===== src/rtl/ncl_mult3_sched_if.sv =====
// Requester/consumer bus of the shared NCL multiplier controller.
// The controller sits on the slave side; the fabric drives the master side.
interface ncl_mult3_sched_if #(
  parameter int NREQ = 2
);
  logic [NREQ-1:0]   req_valid;
  logic [NREQ-1:0]   req_ready;
  logic [3*NREQ-1:0] req_a;
  logic [3*NREQ-1:0] req_b;
  logic              resp_valid;
  logic              resp_ready;
  logic [5:0]        resp_prod;
  logic [1:0]        resp_id;

  modport master (
    output req_valid, req_a, req_b, resp_ready,
    input  req_ready, resp_valid, resp_prod, resp_id
  );

  modport slave (
    input  req_valid, req_a, req_b, resp_ready,
    output req_ready, resp_valid, resp_prod, resp_id
  );
endinterface


===== src/rtl/ncl_mult3_sched.sv =====
// Clocked front end for a shared 3x3 NCL dual-rail multiplier: round-robin
// arbitration, dual-rail encoding, DATA/NULL handshake and product return.
module ncl_mult3_sched #(
  parameter int NREQ           = 2,
  parameter int TIMEOUT_CYCLES = 255
) (
  input  logic             clk,
  input  logic             rst,
  ncl_mult3_sched_if.slave bus,
  output logic [2:0]       mult_a_rail1,
  output logic [2:0]       mult_a_rail0,
  output logic [2:0]       mult_b_rail1,
  output logic [2:0]       mult_b_rail0,
  output logic             mult_ki,
  output logic             mult_rst,
  input  logic [5:0]       mult_p_rail1,
  input  logic [5:0]       mult_p_rail0,
  input  logic             mult_ko,
  output logic             err_timeout,
  output logic             err_illegal
);
  typedef enum logic [2:0] {
    RESET_HOLD, IDLE, WAIT_DATA, WAIT_NULL, RESP, RECOVER
  } state_t;

  localparam logic [15:0] TO_LAST = 16'(TIMEOUT_CYCLES - 1);

  state_t      state_reg, state_next;
  logic [15:0] cnt_reg;
  logic [1:0]  ptr_reg, id_reg, win_idx;
  logic [2:0]  op_a_reg, op_b_reg, op_a_next, op_b_next, sel_a, sel_b, cand;
  logic [12:0] sync1_reg, sync2_reg;
  logic [11:0] rails_prev_reg;
  logic        null_prev_reg;
  logic [5:0]  prod_reg, p1_s, p0_s, dig_complete, dig_null, dig_illegal;
  logic        ko_s, all_data, null_now, all_null;
  logic        win_found, grant_any, ki_next, mrst_next, drive_data;
  logic [3:0]  valid_pad;
  logic [11:0] a_pad, b_pad;

  assign p1_s = sync2_reg[11:6];
  assign p0_s = sync2_reg[5:0];
  assign ko_s = sync2_reg[12];

  genvar gi;
  for (gi = 0; gi < 6; gi++) begin : g_digit
    assign dig_complete[gi] = p1_s[gi] ^ p0_s[gi];
    assign dig_null[gi]     = ~(p1_s[gi] | p0_s[gi]);
    assign dig_illegal[gi]  = p1_s[gi] & p0_s[gi];
  end

  // DATA must also be stable for a cycle so a skewed rail is never captured.
  assign all_data = (&dig_complete) && (sync2_reg[11:0] == rails_prev_reg);
  assign null_now = (&dig_null) && ko_s;
  assign all_null = null_now && null_prev_reg;

  // Rotating priority: search starts one past the last winner.
  always_comb begin
    valid_pad = 4'(bus.req_valid);
    win_found = 1'b0;
    win_idx   = ptr_reg;
    cand      = '0;
    for (int k = 1; k <= NREQ; k++) begin
      cand = 3'(ptr_reg) + 3'(k);
      if (cand >= 3'(NREQ)) cand = cand - 3'(NREQ);
      if (!win_found && valid_pad[cand[1:0]]) begin
        win_found = 1'b1;
        win_idx   = cand[1:0];
      end
    end
  end

  assign a_pad     = 12'(bus.req_a);
  assign b_pad     = 12'(bus.req_b);
  assign sel_a     = a_pad[4'(win_idx) * 4'd3 +: 3];
  assign sel_b     = b_pad[4'(win_idx) * 4'd3 +: 3];
  assign grant_any = (state_reg == IDLE) && win_found && ko_s;
  assign op_a_next = grant_any ? sel_a : op_a_reg;
  assign op_b_next = grant_any ? sel_b : op_b_reg;

  for (gi = 0; gi < NREQ; gi++) begin : g_ready
    assign bus.req_ready[gi] = grant_any && (win_idx == 2'(gi));
  end

  assign bus.resp_valid = (state_reg == RESP);
  assign bus.resp_prod  = prod_reg;
  assign bus.resp_id    = id_reg;

  always_comb begin
    state_next = state_reg;
    case (state_reg)
      RESET_HOLD: if (cnt_reg == 16'd1) state_next = IDLE;
      IDLE:       if (grant_any) state_next = WAIT_DATA;
      WAIT_DATA: begin
        if (all_data)                state_next = WAIT_NULL;
        else if (cnt_reg == TO_LAST) state_next = RECOVER;
      end
      WAIT_NULL: begin
        if (all_null)                state_next = RESP;
        else if (cnt_reg == TO_LAST) state_next = RECOVER;
      end
      RESP:       if (bus.resp_ready) state_next = IDLE;
      RECOVER:    state_next = RESET_HOLD;
      default:    state_next = RESET_HOLD;
    endcase
    // Multiplier-facing outputs are registered from the next state.
    ki_next    = (state_next == IDLE) || (state_next == WAIT_DATA);
    mrst_next  = (state_next == RESET_HOLD) || (state_next == RECOVER);
    drive_data = (state_next == WAIT_DATA);
  end

  always_ff @(posedge clk or posedge rst) begin
    if (rst) begin
      state_reg      <= RESET_HOLD;
      cnt_reg        <= '0;
      ptr_reg        <= 2'(NREQ - 1);
      id_reg         <= '0;
      op_a_reg       <= '0;
      op_b_reg       <= '0;
      prod_reg       <= '0;
      sync1_reg      <= '0;
      sync2_reg      <= '0;
      rails_prev_reg <= '0;
      null_prev_reg  <= 1'b0;
      mult_a_rail1   <= '0;
      mult_a_rail0   <= '0;
      mult_b_rail1   <= '0;
      mult_b_rail0   <= '0;
      mult_ki        <= 1'b0;
      mult_rst       <= 1'b1;
      err_timeout    <= 1'b0;
      err_illegal    <= 1'b0;
    end else begin
      state_reg      <= state_next;
      cnt_reg        <= (state_next != state_reg) ? 16'd0 : cnt_reg + 16'd1;
      sync1_reg      <= {mult_ko, mult_p_rail1, mult_p_rail0};
      sync2_reg      <= sync1_reg;
      rails_prev_reg <= sync2_reg[11:0];
      null_prev_reg  <= null_now;
      op_a_reg       <= op_a_next;
      op_b_reg       <= op_b_next;
      if (grant_any) begin
        id_reg  <= win_idx;
        ptr_reg <= win_idx;
      end
      if (state_reg == WAIT_DATA && all_data) prod_reg <= p1_s;
      mult_a_rail1 <= drive_data ? op_a_next  : 3'b000;
      mult_a_rail0 <= drive_data ? ~op_a_next : 3'b000;
      mult_b_rail1 <= drive_data ? op_b_next  : 3'b000;
      mult_b_rail0 <= drive_data ? ~op_b_next : 3'b000;
      mult_ki      <= ki_next;
      mult_rst     <= mrst_next;
      if (state_next == RECOVER) err_timeout <= 1'b1;
      if ((state_reg == WAIT_DATA || state_reg == WAIT_NULL) && (|dig_illegal))
        err_illegal <= 1'b1;
    end
  end
endmodule


===== src/flat_wrapper.sv =====
// flat-port wrapper written by rule: the top's interface ports become plain ports
module ncl_mult3_sched_flat 
#(
  parameter int NREQ           = 2,
  parameter int TIMEOUT_CYCLES = 255
)
  (clk, rst, mult_a_rail1, mult_a_rail0, mult_b_rail1, mult_b_rail0, mult_ki, mult_rst, mult_p_rail1, mult_p_rail0, mult_ko, err_timeout, err_illegal, bus_req_valid, bus_req_a, bus_req_b, bus_resp_ready, bus_req_ready, bus_resp_valid, bus_resp_prod, bus_resp_id);
  ncl_mult3_sched_if #(.NREQ(NREQ)) bus_i ();
  input  logic clk;
  input  logic rst;
  output logic [2:0] mult_a_rail1;
  output logic [2:0] mult_a_rail0;
  output logic [2:0] mult_b_rail1;
  output logic [2:0] mult_b_rail0;
  output logic mult_ki;
  output logic mult_rst;
  input  logic [5:0] mult_p_rail1;
  input  logic [5:0] mult_p_rail0;
  input  logic mult_ko;
  output logic err_timeout;
  output logic err_illegal;
  input wire logic [$bits(bus_i.req_valid)-1:0] bus_req_valid;
  input wire logic [$bits(bus_i.req_a)-1:0] bus_req_a;
  input wire logic [$bits(bus_i.req_b)-1:0] bus_req_b;
  input wire logic [$bits(bus_i.resp_ready)-1:0] bus_resp_ready;
  output wire logic [$bits(bus_i.req_ready)-1:0] bus_req_ready;
  output wire logic [$bits(bus_i.resp_valid)-1:0] bus_resp_valid;
  output wire logic [$bits(bus_i.resp_prod)-1:0] bus_resp_prod;
  output wire logic [$bits(bus_i.resp_id)-1:0] bus_resp_id;
  assign bus_i.req_valid = bus_req_valid;
  assign bus_i.req_a = bus_req_a;
  assign bus_i.req_b = bus_req_b;
  assign bus_i.resp_ready = bus_resp_ready;
  assign bus_req_ready = bus_i.req_ready;
  assign bus_resp_valid = bus_i.resp_valid;
  assign bus_resp_prod = bus_i.resp_prod;
  assign bus_resp_id = bus_i.resp_id;
  ncl_mult3_sched #(.NREQ(NREQ), .TIMEOUT_CYCLES(TIMEOUT_CYCLES)) u_core (.clk(clk), .rst(rst), .bus(bus_i), .mult_a_rail1(mult_a_rail1), .mult_a_rail0(mult_a_rail0), .mult_b_rail1(mult_b_rail1), .mult_b_rail0(mult_b_rail0), .mult_ki(mult_ki), .mult_rst(mult_rst), .mult_p_rail1(mult_p_rail1), .mult_p_rail0(mult_p_rail0), .mult_ko(mult_ko), .err_timeout(err_timeout), .err_illegal(err_illegal));
endmodule

===== config.mk =====
export PLATFORM = sky130hd
export DESIGN_NAME = ncl_mult3_sched_flat
export DESIGN_NICKNAME = d
export VERILOG_FILES = /design/src/rtl/ncl_mult3_sched_if.sv /design/src/rtl/ncl_mult3_sched.sv /design/src/flat_wrapper.sv
export SDC_FILE = /design/constraint.sdc
export NUM_CORES = 1
export LEC_CHECK = 0
export BUFFER_PORTS_ARGS = -buffer_cell sky130_fd_sc_hd__clkbuf_2
export CAP_MARGIN = 20
export CORE_MARGIN = 1
export CORE_UTILIZATION = 30
export CTS_CLUSTER_SIZE = 12
export DETAILED_ROUTE_END_ITERATION = 8
export GPL_ROUTABILITY_DRIVEN = 0
export PLACE_DENSITY_LB_ADDON = 0.15
export REMOVE_ABC_BUFFERS = 1
export SLEW_MARGIN = 10
export SYNTH_ARGS = -nofsm -noshare
export SYNTH_HDL_FRONTEND = slang
export SYNTH_SLANG_ARGS = --single-unit
export TNS_END_PERCENT = 20

===== constraint.sdc =====
create_clock -name clk -period 6.8 [get_ports clk]
set_clock_uncertainty 0.15 [all_clocks]
set_input_delay 0.34 -clock clk [delete_from_list [all_inputs] [get_ports clk]]
set_output_delay 0.34 -clock clk [all_outputs]
set_load 0.05 [all_outputs]

# ---- After elaboration in Yosys (flattened, before gate mapping)
# Index checks and enable logic that the tools add are counted.
dict set report word_totals {
  regBits 90
  output_inout_bits 27
  word_cells 113
}
dict set report classes {
  add_sub_neg 5
  mul 1
  n_lt_le_gt_ge 4
  eq_ne 12
  shifts 2
  n_mux 24
  bitwise_logic 26
  n_reduce_logical 20
}
# operator n
set op_table {}
lappend op_table {{2-to-1 mux 3 bit} 12}
lappend op_table {{variable part select 12 x 5 -> 3 bit} 2}
lappend op_table {{adder 16 x 1 -> 16 bit, second input constant} 1}
lappend op_table {{equality test 16 x 1 -> 1 bit, second input constant} 1}
lappend op_table {{equality test 16 x 8 -> 1 bit, second input constant} 1}
lappend op_table {{2-to-1 mux 16 bit} 1}
lappend op_table {{one-hot mux 3 bit (5 select lines)} 1}
lappend op_table {{equality test 12 bit} 1}
lappend op_table {{AND reduction 6 bit} 2}
lappend op_table {{logical AND 1 bit} 10}
lappend op_table {{equality test 3 x 2 -> 1 bit, second input constant} 3}
lappend op_table {{2-to-1 mux 2 bit} 4}
lappend op_table {{AND 1 bit} 6}
lappend op_table {{equality test 3 x 1 -> 1 bit, second input constant} 2}
lappend op_table {{equality test 3 bit, second input constant} 2}
lappend op_table {{>= comparator 3 x 2 -> 1 bit, second input constant} 2}
lappend op_table {{logical NOT 3 bit} 2}
lappend op_table {{less-than comparator 2 x 3 -> 1 bit, second input constant} 2}
lappend op_table {{inverter 1 bit} 6}
lappend op_table {{inverter 3 bit} 2}
lappend op_table {{bitwise OR 1 bit} 6}
lappend op_table {{OR reduction 6 bit} 1}
lappend op_table {{XOR 1 bit} 6}
lappend op_table {{binary-select mux 1 bit (select 2 bit)} 2}
lappend op_table {{other kinds (10)} 16}

# ---- Longest topological paths before layout
# Gate-level depths: netlist of the first run.
dict set report depth {
  depth_word 15
  mapped_depth 11
  depth_no_buf 9
}

# ---- Worst setup path before layout of the first run
# No wires, ideal clock.
dict set report synth_timing {
  path_kind {flip-flop to flip-flop}
  start {register u_core.state_reg[1]}
  end {register u_core.mult_ki}
  setup_ns 0.127
  arrival_ns 2.369
  required_ns 6.523
  slack_ns 4.154
  path_stages_with_launch 8
  synth_period_minus_slack_ns 2.646
  path_cell_list {dfrtp_1 -> clkbuf_1 -> nor3_1 -> nand2b_1 -> nand3_1 -> nand2b_1 -> buf_2 -> a21oi_1}
}
dict set report synth_via {
  word_cells_on_any_way 17
  cone_classes {6 x eq/ne; 7 x mux; 4 x reduce/logical}
}
# item line_no
set synth_rtl {}
lappend synth_rtl {{from (decl)} ncl_mult3_sched.sv:28} ;# state_t state_reg, state_next;
lappend synth_rtl {{from (signal assigned)} ncl_mult3_sched.sv:134} ;# state_reg <= state_next;
lappend synth_rtl {{equality test 3 bit (*)} n/a}
lappend synth_rtl {{named net bus_resp_valid} flat_wrapper.sv:27} ;# output wire logic [$bits(bus_i.resp_valid)-1:0] bus_resp_valid;
lappend synth_rtl {{one-hot mux 3 bit (5 select lines) (*)} ncl_mult3_sched.sv:91} ;# case (state_reg)
lappend synth_rtl {{equality test 3 x 1 -> 1 bit or equality test 3 x 2 -> 1 bit (tied branches)} ncl_mult3_sched.sv:107} ;# ki_next = (state_next == IDLE) || (state_next == WAIT_DATA);
lappend synth_rtl {{logical OR 1 bit (*)} ncl_mult3_sched.sv:107}
lappend synth_rtl {{named net u_core.ki_next} ncl_mult3_sched.sv:37} ;# logic win_found, grant_any, ki_next, mrst_next, drive_data;
lappend synth_rtl {{to (signal assigned)} ncl_mult3_sched.sv:151} ;# mult_ki <= ki_next;
lappend synth_rtl {{to (decl)} ncl_mult3_sched.sv:14} ;# output logic mult_ki,
# The timed path passes the listed nets; every way through them passes the cells marked *.
# A chain may end at the register's enable or synchronous reset.

# ---- Worst setup path after layout of the first run
dict set report layout_timing {
  start {register u_core.sync2_reg[3]}
  end {register u_core.cnt_reg[2]}
}
dict set report layout_via {
  elab_chain_len 9
  word_cells_on_any_way 14
  cone_classes {2 x eq/ne; 4 x mux; 3 x bitwise; 5 x reduce/logical}
}
# item line_no
set layout_rtl {}
lappend layout_rtl {{from (decl)} ncl_mult3_sched.sv:32} ;# logic [12:0] sync1_reg, sync2_reg;
lappend layout_rtl {{from (signal assigned)} ncl_mult3_sched.sv:137} ;# sync2_reg <= sync1_reg;
lappend layout_rtl {{bitwise OR 1 bit} ncl_mult3_sched.sv:48} ;# assign dig_null[gi] = ~(p1_s[gi] | p0_s[gi]);
lappend layout_rtl {{inverter 1 bit} ncl_mult3_sched.sv:48}
lappend layout_rtl {{AND reduction 6 bit} ncl_mult3_sched.sv:54} ;# assign null_now = (&dig_null) && ko_s;
lappend layout_rtl {{logical AND 1 bit} ncl_mult3_sched.sv:54}
lappend layout_rtl {{logical AND 1 bit} ncl_mult3_sched.sv:55} ;# assign all_null = null_now && null_prev_reg;
lappend layout_rtl {{2-to-1 mux 3 bit} ncl_mult3_sched.sv:99} ;# if (all_null) state_next = RESP;
lappend layout_rtl {{one-hot mux 3 bit (5 select lines) (*)} ncl_mult3_sched.sv:91}
lappend layout_rtl {{!= test 3 bit (*)} ncl_mult3_sched.sv:135} ;# cnt_reg <= (state_next != state_reg) ? 16'd0 : cnt_reg + 16'd1;
lappend layout_rtl {{2-to-1 mux 16 bit (*)} ncl_mult3_sched.sv:135}
lappend layout_rtl {{to (signal assigned)} ncl_mult3_sched.sv:135}
lappend layout_rtl {{to (decl)} ncl_mult3_sched.sv:29} ;# logic [15:0] cnt_reg;
# Every way passes the cells marked *; elsewhere a longest branch is shown, timed or not.

==> results of run 1 <==
-- cell families after synthesis --
logic type      Yosys count
simple gates            100
flops                    89
compound gates           29
buf+inv                  27
xor+xnor                 25
fa+ha+maj                15
mux                      12
-- through the flow --
step | cells | area [um2] | hold slack [ps]
3_5_place_dp | 490 | 4080 | 186
2_1_floorplan | 290 | 3610 | 181
5_1_grt | 520 | 4520 | 205
3_3_place_gp | 490 | 4080 | 182
6_report | 520 | 4520 | 199
4_1_cts | 520 | 4520 | 202
-- worst min-delay path by stage --
| stage | to | cells after the start | from | slack [ps] |
|---|---|---|---|---|
| after floorplan | u_core.sync2_reg[0]$_DFF_PP0_ | 0 | u_core.sync1_reg[0]$_DFF_PP0_ | 180 |
| after global placement | u_core.sync2_reg[7]$_DFF_PP0_ | 0 | u_core.sync1_reg[7]$_DFF_PP0_ | 180 |
| after detailed placement | u_core.sync2_reg[10]$_DFF_PP0_ | 0 | u_core.sync1_reg[10]$_DFF_PP0_ | 190 |
| after CTS | u_core.sync2_reg[10]$_DFF_PP0_ | 0 | u_core.sync1_reg[10]$_DFF_PP0_ | 200 |
| after global routing | u_core.sync2_reg[6]$_DFF_PP0_ | 0 | u_core.sync1_reg[6]$_DFF_PP0_ | 210 |
| final | u_core.sync2_reg[8]$_DFF_PP0_ | 0 | u_core.sync1_reg[8]$_DFF_PP0_ | 200 |
-- worst register-to-register path: stages, from the launching register on --
cell,delay (ps)
dfrtp_1,410
inv_1,60
ha_1,280
and4_1,200
o2111ai_1,130
nor4_2,420
and2_1,520
nor2b_4,80
o211ai_4,540
nor2_1,110
-- per-layer routing --
layer | up-vias | GRT usage | part of all wire
met2 | 58 | 0.174 | 0.44
met5 | - | 0 | 0
met4 | 0 | 0.0480 | 0.017
met1 | 1105 | 0.167 | 0.50
met3 | 7 | 0.0437 | 0.037
li1 | 1143 | - | -
-- cells in the final DEF (no fill, tap or decap), drive strengths merged --
master	Yosys	layout
a2111o	1	1
a21boi	2	2
a21o	2	2
a21oi	4	4
and2	2	2
and3	4	4
and4	2	2
buf	3	1
clkbuf	4	67
clkinv	0	3
dfrtp	87	87
dfstp	2	2
dlygate4sd3	0	14
ha	15	15
inv	20	22
mux2	6	6
mux2i	6	6
nand2	16	16
nand2b	6	6
nand3	10	10
nand3b	2	2
nand4	6	6
nor2	30	30
nor2b	10	10
nor3	3	3
nor3b	1	1
nor4	3	3
nor4b	2	2
o2111ai	1	1
o211ai	3	3
o21a	1	1
o21ai	13	13
o21bai	1	1
o31ai	1	1
or4	3	3
xnor2	12	12
xor2	13	13
-- power groups by stage --
| stage | Combinational [uW] | Clock (uW) | Sequential, uW |
|---|---|---|---|
| finish | 425 | 484 | 675 |
| global route | 469 | 528 | 687 |
| CTS | 434 | 503 | 676 |
| detailed placement | 426 | 0 | 685 |
| global placement | 426 | 0 | 684 |
| floorplan | 196 | 0 | 806 |
-- cell type report --
cell class              instances  area share
repair buffers                 71      0.0947
clock buffers                  11      0.0560
well taps                     143      0.0396
multi-input cells             181       0.289
flip-flops and latches         89       0.494
clock inverters                 5     0.00970
inverters                      20      0.0169
-- repair_timing --
| item | 4_1_cts | 5_1_grt |
|---|---|---|
| hold endpoints to repair | 45 | 0 |
| hold buffers | 14 | 0 |
| gates resized for setup | 0 | 0 |
==> flow_summary.json, run 1 <==
{
  "path_class": "reg2reg",
  "switchingPower_uw": 566,
  "path_cells": "inv_1 -> ha_1 -> and4_1 -> o2111ai_1 -> nor4_2 -> and2_1 -> nor2b_4 -> o211ai_4 -> nor2_1",
  "critPathMaxStageDelay_ps": 540,
  "crit_buf_inv": 1,
  "synthXorXnorAreaFrac": 0.0598,
  "seqCellArea_um2": 2230,
  "grt_pass1_vias": 2257,
  "grt_pass1_wl_um": 11600,
  "finalSetupTns_ps": 0,
  "clkSlewWorstSetupHoldPaths_ps": 70,
  "worst_slew_pin_slew_ps": 766,
  "num_io_pins": 57,
  "p_sw_frac": 0.357,
  "largest_reg_flops": 16,
  "setup_ws_ps": 3750,
  "synthFlopType": "dfrtp_1",
  "p_clk_frac": 0.305,
  "crit_end": "u_core.cnt_reg[2]$_DFF_PP0_",
  "synth-simple-area-share": 0.158,
  "yosysWarningCount": 0,
  "crit_start": "u_core.sync2_reg[3]$_DFF_PP0_",
  "ys_top_cells_by_area": "dfrtp_1, ha_1, xor2_1",
  "start_util": 0.314,
  "rows": 39,
  "relSlewSlack": 0.486,
  "cp_slowest_cell": "o211ai_4",
  "grt_overflow": 0,
  "holdCritPathClass": "reg2reg",
  "num-nets-final": 417,
  "avgViaCountPerCell": 4.45,
  "crit_family": "simple AND/OR/NAND/NOR gates",
  "hold_violations": 0,
  "worstReg2RegStart": "u_core.sync2_reg[3]$_DFF_PP0_",
  "h-tree-depth": 3,
  "grt_max_degree": 57,
  "area_growth_syn_to_layout_pct": 23.5,
  "cts_tree": "done",
  "synth_compound_area_frac": 0.0530,
  "crit_fanout": 16,
  "synth_top_area_frac": 0.595,
  "period_needed_ps": 3050,
  "maxCapViolCount": 0,
  "ir_worst_vdd_v": 0.000112,
  "clock-sinks": 89,
  "finalCritPeriodShare": 0.449,
  "core-area_um2": 11700,
  "final_core_util": 0.387,
  "io_buffers": 56,
  "muxShareOfSynthArea": 0.0349,
  "yosys.area.top_type": "dfrtp_1",
  "num-fill-cells": 1125,
  "cts_root_buf": "clkbuf_16",
  "ant_nets": 0,
  "reg2reg_to": "u_core.cnt_reg[2]$_DFF_PP0_",
  "slew_viol_final": 0,
  "status": "finished clean",
  "die_w_um": 112,
  "preCtsSetupSlack_ps": 3700,
  "path_depth": 9,
  "dp_hpwl_um": 4710,
  "synth_common_cells": "dfrtp_1, inv_1, nor2_1",
  "p_leak_uw": 0.00216,
  "diodes": 0,
  "synth_seq_cells": 89,
  "fmax_ghz": 0.328,
  "cp-start-kind": "flip-flop",
  "first_pass_iters": 5,
  "seqPwrFrac": 0.426,
  "drive_above_1_share": 0.265,
  "cts_buffers": 9,
  "synth.most_common_cell": "dfrtp_1",
  "rsz0062_at_grt": "false",
  "avgSynthCellArea_um2": 12.3,
  "setup_viol": 0,
  "synth_top_family_by_area": "simple AND/OR/NAND/NOR gates",
  "cts_setup_buffers": 0,
  "first_iter_violations": 136,
  "p_per_area_nw_per_um2": 351,
  "pwr-share-comb": 0.268,
  "synth_cell_type_count": 46,
  "syn_inst": 297,
  "multi_input_area_um2": 1310,
  "ff2ff_path_depth": 9,
  "clk_path_buf_depth": 2,
  "die_area_um2": 12600,
  "totalWireLength_um": 6790,
  "synth_edf_count": 0,
  "vias": 2313,
  "reg2reg_setup_slack_ps": 3750,
  "crit_required_ps": 6840,
  "async_flop_share": 1.00,
  "arrival_ps": 3100,
  "ys_seq_area_frac": 0.609,
  "gr-usage-all-layers": 0.121,
  "endpoint_kind": "flip-flop",
  "power_uw": 1580,
  "insertion_delay_ps": 340,
  "synthAdderAreaFrac": 0.0513,
  "antenna_found_initial": 0,
  "wl_per_cell_um": 13.1,
  "drc": 0,
  "p_int_uw": 1020,
  "synth_area_um2": 3660,
  "die_h_um": 112
}
(Power assumes the default switching activity.)
==> run 2: changes to the inputs <==
--- a/config.mk
+++ b/config.mk
@@ -5,6 +5,7 @@
 export SDC_FILE = /design/constraint.sdc
 export NUM_CORES = 1
 export LEC_CHECK = 0
+export ABC_AREA = 1
 export BUFFER_PORTS_ARGS = -buffer_cell sky130_fd_sc_hd__clkbuf_2
 export CAP_MARGIN = 20
 export CORE_MARGIN = 1
==> constraint.sdc (replaced) <==
create_clock -name clk -period 2.6 [get_ports clk]
set_clock_uncertainty 0.15 [all_clocks]
set_input_delay 0.13 -clock clk [delete_from_list [all_inputs] [get_ports clk]]
set_output_delay 0.13 -clock clk [all_outputs]
set_load 0.05 [all_outputs]
==> run 2 against run 1 <==
Die area increased by 6.6%. Largest power group unchanged. Critical path depth down 3. Worst setup slack got worse by 3400 ps. Clock-buffer cell count unchanged. Core utilization grew 0.52 points. Final cell count increased by 28%. Critical path type unchanged. Non-clock buffer count rose by 13. Global-route usage grew 0.77 points. Worst hold slack got worse by 190 ps. Sequential power increased by 150%.
==> flow_summary.json, run 2 <==
{
  "cp-start-kind": "flip-flop",
  "ir_worst_vdd_v": 0.000629,
  "synth_top_area_frac": 0.558,
  "synthXorXnorAreaFrac": 0.0247,
  "ant_nets": 0,
  "dp_hpwl_um": 5250,
  "reg2reg_to": "u_core.op_b_reg[0]$_DFF_PP0_",
  "muxShareOfSynthArea": 0,
  "crit_required_ps": 2680,
  "crit_fanout": 7,
  "grt_pass1_vias": 2758,
  "die_w_um": 116,
  "layout_commonest_cell": "dfrtp_1",
  "mostFrequentLayoutCells": "dfrtp_1, nand2_1, inv_1, clkbuf_2, nor2_1",
  "switchingPower_uw": 1440,
  "relSlewSlack": 0.711,
  "insertion_delay_ps": 350,
  "avgViaCountPerCell": 4.07,
  "min_from": "bus_req_a[4]",
  "cts_root_buf": "clkbuf_16",
  "cts_tree": "done",
  "grt_pass1_wl_um": 13000,
  "die_h_um": 116,
  "area_growth_syn_to_layout_pct": 27.4,
  "async_flop_share": 1.00,
  "synth_cell_type_count": 30,
  "synth_common_cells": "dfrtp_1, nand2_1, inv_1",
  "hold_violations": 0,
  "diodes": 0,
  "finalCritPeriodShare": 0.858,
  "slew_viol_final": 0,
  "synthAdderAreaFrac": 0.0481,
  "num_io_pins": 57,
  "arrival_ps": 2310,
  "synth_seq_cells": 89,
  "vias": 2721,
  "rsz0062_at_grt": "false",
  "synth-simple-area-share": 0.229,
  "status": "finished clean",
  "core-area_um2": 12700,
  "cts_setup_buffers": 0,
  "io_buffers": 56,
  "first_pass_iters": 4,
  "holdCritPathClass": "in2reg",
  "setup_viol": 0,
  "synth_top_family_by_area": "simple AND/OR/NAND/NOR gates",
  "period_needed_ps": 2230,
  "start_util": 0.308,
  "largest_reg_flops": 16,
  "wl_per_cell_um": 11.4,
  "pwr-share-comb": 0.270,
  "synthFlopType": "dfrtp_1",
  "totalWireLength_um": 7580,
  "synth_compound_area_frac": 0.0484,
  "p_per_area_nw_per_um2": 840,
  "post_cts_resized": 0,
  "path_class": "reg2reg",
  "fmax_ghz": 0.448,
  "hold_buffers": 26,
  "rows": 41,
  "h-tree-depth": 3,
  "first_iter_violations": 110,
  "syn_inst": 399,
  "maxCapViolCount": 0,
  "ys_seq_area_frac": 0.571,
  "clock-sinks": 89,
  "drc": 0,
  "ff2ff_path_depth": 6,
  "ys_top_cells_by_area": "dfrtp_1, nand2_1, inv_1",
  "worstReg2RegStart": "u_core.ptr_reg[0]$_DFFE_PP1N_",
  "num-nets-final": 536,
  "clkSlewWorstSetupHoldPaths_ps": 70,
  "p_leak_uw": 0.00254,
  "worst_slew_pin_slew_ps": 434,
  "drive_above_1_share": 0.254,
  "crit_start": "u_core.ptr_reg[0]$_DFFE_PP1N_",
  "p_clk_frac": 0.332,
  "synth.most_common_cell": "dfrtp_1",
  "gr-usage-all-layers": 0.129,
  "finalSetupTns_ps": 0,
  "die_area_um2": 13500,
  "seqPwrFrac": 0.398,
  "yosysWarningCount": 0,
  "grt_max_degree": 67,
  "yosys.area.top_type": "dfrtp_1",
  "endpoint_kind": "flip-flop",
  "avgSynthCellArea_um2": 9.78,
  "p_sw_frac": 0.345,
  "reg2reg_setup_slack_ps": 370,
  "synth_area_um2": 3900,
  "hold_slack_ps": 8.74,
  "antenna_found_initial": 0,
  "cts_buffers": 9,
  "crit_end": "u_core.op_b_reg[0]$_DFF_PP0_",
  "p_int_uw": 2730,
  "synth_edf_count": 0,
  "grt_overflow": 0,
  "clk_path_buf_depth": 2
}
-- run 2: worst min-delay path by stage --
stage | cells past startpoint | slack, ps | endpoint
detailed placement | 2 | -20 | u_core.mult_a_rail0[0]$_DFF_PP0_
CTS | 5 | 1 | u_core.mult_a_rail1[0]$_DFF_PP0_
global placement | 2 | -20 | u_core.mult_a_rail0[0]$_DFF_PP0_
floorplan | 0 | 10 | u_core.sync1_reg[0]$_DFF_PP0_
global route | 5 | 40 | u_core.mult_a_rail1[1]$_DFF_PP0_
finish | 5 | 9 | u_core.mult_a_rail1[1]$_DFF_PP0_
-- run 2: logic make-up after synthesis --
group,after synthesis
DFF,89
xor gates and xnor gates,11
and+or+nand+nor,185
adders and majority gates,15
AOI/OAI and AO/OA,24
buffers and inverters,75
-- run 2: worst max-delay path, cell delays in order (launching register included) --
cell           delay (ps)
dfstp_2               520
inv_1                  50
o21ai_0               350
inv_1                 100
nand2_2               220
o221ai_2              150
dlygate4sd3_1         580
-- run 2: power by group through the flow --
stage / Sequential, uW / Combinational [uW] / Clock (uW)
2_1_floorplan: 1870 / 635 / 0
3_3_place_gp: 1690 / 1050 / 0
3_5_place_dp: 1690 / 1060 / 0
4_1_cts: 1670 / 1150 / 1440
5_1_grt: 1690 / 1260 / 1490
6_report: 1660 / 1130 / 1390
-- run 2: per-layer routing --
| layer | track usage | share of wire | up-vias |
|---|---|---|---|
| met5 | 0 | 0 | - |
| met4 | 0.0513 | 0.017 | 0 |
| met3 | 0.0455 | 0.042 | 11 |
| met2 | 0.199 | 0.47 | 44 |
| met1 | 0.165 | 0.47 | 1270 |
| li1 | - | - | 1396 |
-- run 2: layout make-up --
type,instances,area [um2]
fill,1282,7700
sequential,89,2230
multi-input combinational,235,1370
timing repair buffer,84,568
inverter,72,272
clock buffer,11,253
tap,172,215
clock inverter,5,67.6
-- run 2: stage by stage --
step / util / cells / power (uW) / instance area [um2] / worst slack (ps)
2_1_floorplan: - / 396 / 2510 / 3870 / 16.4
3_3_place_gp: 0.347 / 626 / 2740 / 4390 / 454
3_5_place_dp: 0.347 / 626 / 2750 / 4390 / 432
4_1_cts: 0.393 / 668 / 4260 / 4970 / 354
5_1_grt: 0.393 / 668 / 4440 / 4970 / 200
6_report: 0.393 / 668 / 4180 / 4970 / 369
==> run 3: changes to the inputs <==
==> constraint.sdc (replaced) <==
create_clock -name clk -period 1.99 [get_ports clk]
set_clock_uncertainty 0.15 [all_clocks]
set_input_delay 0.0995 -clock clk [delete_from_list [all_inputs] [get_ports clk]]
set_output_delay 0.0995 -clock clk [all_outputs]
set_load 0.05 [all_outputs]
==> run 3 against run 2 <==
Sequential power grew 32%. The run now ends with negative setup slack left. Final area rose by 7.4%. Power up 38%. Highest routed layer unchanged. Sequential cell count did not move. Wire length rose by 7.6%. Critical endpoint is now u_core.mult_b_rail0[0]$_DFF_PP0_. Worst hold slack improved by 97 ps. Die area is the same. Critical path depth up 5. Maximum frequency rose by 8.1%. Final cell count up 4.6%. Combinational power is 55% higher.
==> flow_summary.json, run 3 (synthesis gave the netlist of run 2 again) <==
{
  "area_growth_syn_to_layout_pct": 36.9,
  "endpoint_kind": "flip-flop",
  "die_w_um": 116,
  "clkSlewWorstSetupHoldPaths_ps": 60,
  "start_util": 0.308,
  "p_leak_uw": 0.00269,
  "multi_input_area_um2": 1480,
  "grt_pass1_vias": 2790,
  "cts_tree": "done",
  "dp_cells": 652,
  "final_cells": 699,
  "relSlewSlack": 0.702,
  "period_needed_ps": 2060,
  "antenna_found_initial": 0,
  "path_cells": "inv_2 -> ha_4 -> nand4_1 -> nor2_2 -> nand2_1 -> nor2_2 -> nand3_2 -> nand2_4 -> clkinvlp_4 -> nand2_4 -> nor2_1",
  "first_iter_violations": 96,
  "cp-start-kind": "flip-flop",
  "io_buffers": 56,
  "dp_hpwl_um": 5680,
  "fmax_ghz": 0.485,
  "rsz0062_at_grt": "true",
  "cts_root_buf": "clkbuf_16",
  "grt_pass1_wl_um": 13400,
  "drc": 0,
  "rows": 41,
  "violations": "negative setup slack",
  "crit_required_ps": 2070,
  "setup_viol": 31,
  "insertion_delay_ps": 340,
  "num-nets-final": 567,
  "status": "finished with violations",
  "vias": 2853,
  "worst_slew_pin_slew_ps": 446,
  "preCtsSetupSlack_ps": -12.8,
  "cp_slowest_cell": "dfrtp_1",
  "core-area_um2": 12700,
  "h-tree-depth": 3,
  "path_class": "reg2reg",
  "drive_above_1_share": 0.334,
  "grt_overflow": 0,
  "largest_reg_flops": 16,
  "die_h_um": 116,
  "totalWireLength_um": 8160,
  "layout_commonest_cell": "dfrtp_1",
  "cts_buffers": 9,
  "diodes": 0,
  "maxCapViolCount": 0,
  "clk_path_buf_depth": 2,
  "finalCritPeriodShare": 1.04,
  "hold_violations": 0,
  "holdCritPathClass": "in2reg",
  "gr-usage-all-layers": 0.133,
  "clock-sinks": 89,
  "crit_fanout": 7,
  "setup_ws_ps": -73.7,
  "first_pass_iters": 5,
  "ant_nets": 0,
  "ir_worst_vdd_v": 0.000562,
  "grt_max_degree": 44,
  "wl_per_cell_um": 11.7,
  "die_area_um2": 13500,
  "mostFrequentLayoutCells": "dfrtp_1, nand2_1, clkbuf_2, inv_1, nor2_1",
  "num-fill-cells": 1240,
  "slew_viol_final": 0,
  "avgViaCountPerCell": 4.08,
  "seqCellArea_um2": 2230,
  "arrival_ps": 2140,
  "num_io_pins": 57,
  "p_per_area_nw_per_um2": 1080,
  "critPathMaxStageDelay_ps": 380
}
## run 3: cell types whose count changed in the layout (fill, tap and decap cells not counted), sizes merged
| cell | previous run | this run |
|---|---|---|
| clkinvlp | 0 | 3 |
| inv | 74 | 70 |
| nand2 | 93 | 94 |
| buf | 2 | 32 |
| bufinv | 1 | 2 |
## run 3: area by class of cell
cell class	count	area share
flip-flops and latches	89	0.418
repair buffers	114	0.152
multi-input cells	236	0.278
clock buffers	11	0.0454
well taps	172	0.0403
inverters	72	0.0515
clock inverters	5	0.0150
## run 3: worst paths after layout
path / from / to / slack (ps) / depth (start not counted)
worst max-delay path: u_core.sync2_reg[11]$_DFF_PP0_ / u_core.mult_b_rail0[0]$_DFF_PP0_ / -70 / 11
worst min-delay path: bus_resp_ready / u_core.state_reg[2]$_DFF_PP0_ / 110 / 4
worst max register to register: u_core.sync2_reg[11]$_DFF_PP0_ / u_core.mult_b_rail0[0]$_DFF_PP0_ / -70 / 11
worst min register to register: u_core.sync1_reg[5]$_DFF_PP0_ / u_core.sync2_reg[5]$_DFF_PP0_ / 200 / 0
max in group asynchronous: rst / u_core.rails_prev_reg[6]$_DFF_PP0_ / 870 / 4
min in group asynchronous: rst / u_core.sync1_reg[9]$_DFF_PP0_ / 140 / 3
## run 3: repair_timing
item	in CTS	in global routing
hold endpoints to repair	94	0
hold buffers	26	0
cloned	0	1
setup buffers	0	4
pin swaps	0	10
setup endpoints to repair	22	39
resized for setup	8	22
## run 3: layer usage
layer  vias to the layer above  wire [um]  track usage
li1                       1465          -            -
met2                        46       3880        0.211
met4                         0        166       0.0718
met3                        11        278       0.0329
met1                      1331       3830        0.168
met5                         -          0            0
## run 3: metrics by stage
stage | utilization | hold slack, ps | setup TNS, ps | total power, uW | cell area (um2)
3_5_place_dp | 0.363 | -50.4 | -19.3 | 3790 | 4600
5_1_grt | 0.422 | 157 | -6150 | 6110 | 5340
4_1_cts | 0.412 | 78.2 | 0 | 5730 | 5220
6_report | 0.422 | 105 | -1440 | 5770 | 5340
3_3_place_gp | 0.363 | -51.1 | -1.35 | 3780 | 4600
2_1_floorplan | - | -19.1 | -53030 | 3280 | 3870
## run 3: report_power, final
group	total (uW)	internal (uW)	switching (uW)
Combinational	1750	619	1140
Sequential	2190	2050	141
Clock	1830	1130	697
Total	5770	3800	1970
## run 3: worst max-delay path: cells and delay by family (launching register included)
| family | cells | cell delay [ps] |
|---|---|---|
| adders and majority gates | 1 | 260 |
| buffers and inverters | 2 | 250 |
| DFF | 1 | 380 |
| and+or+nand+nor | 8 | 920 |
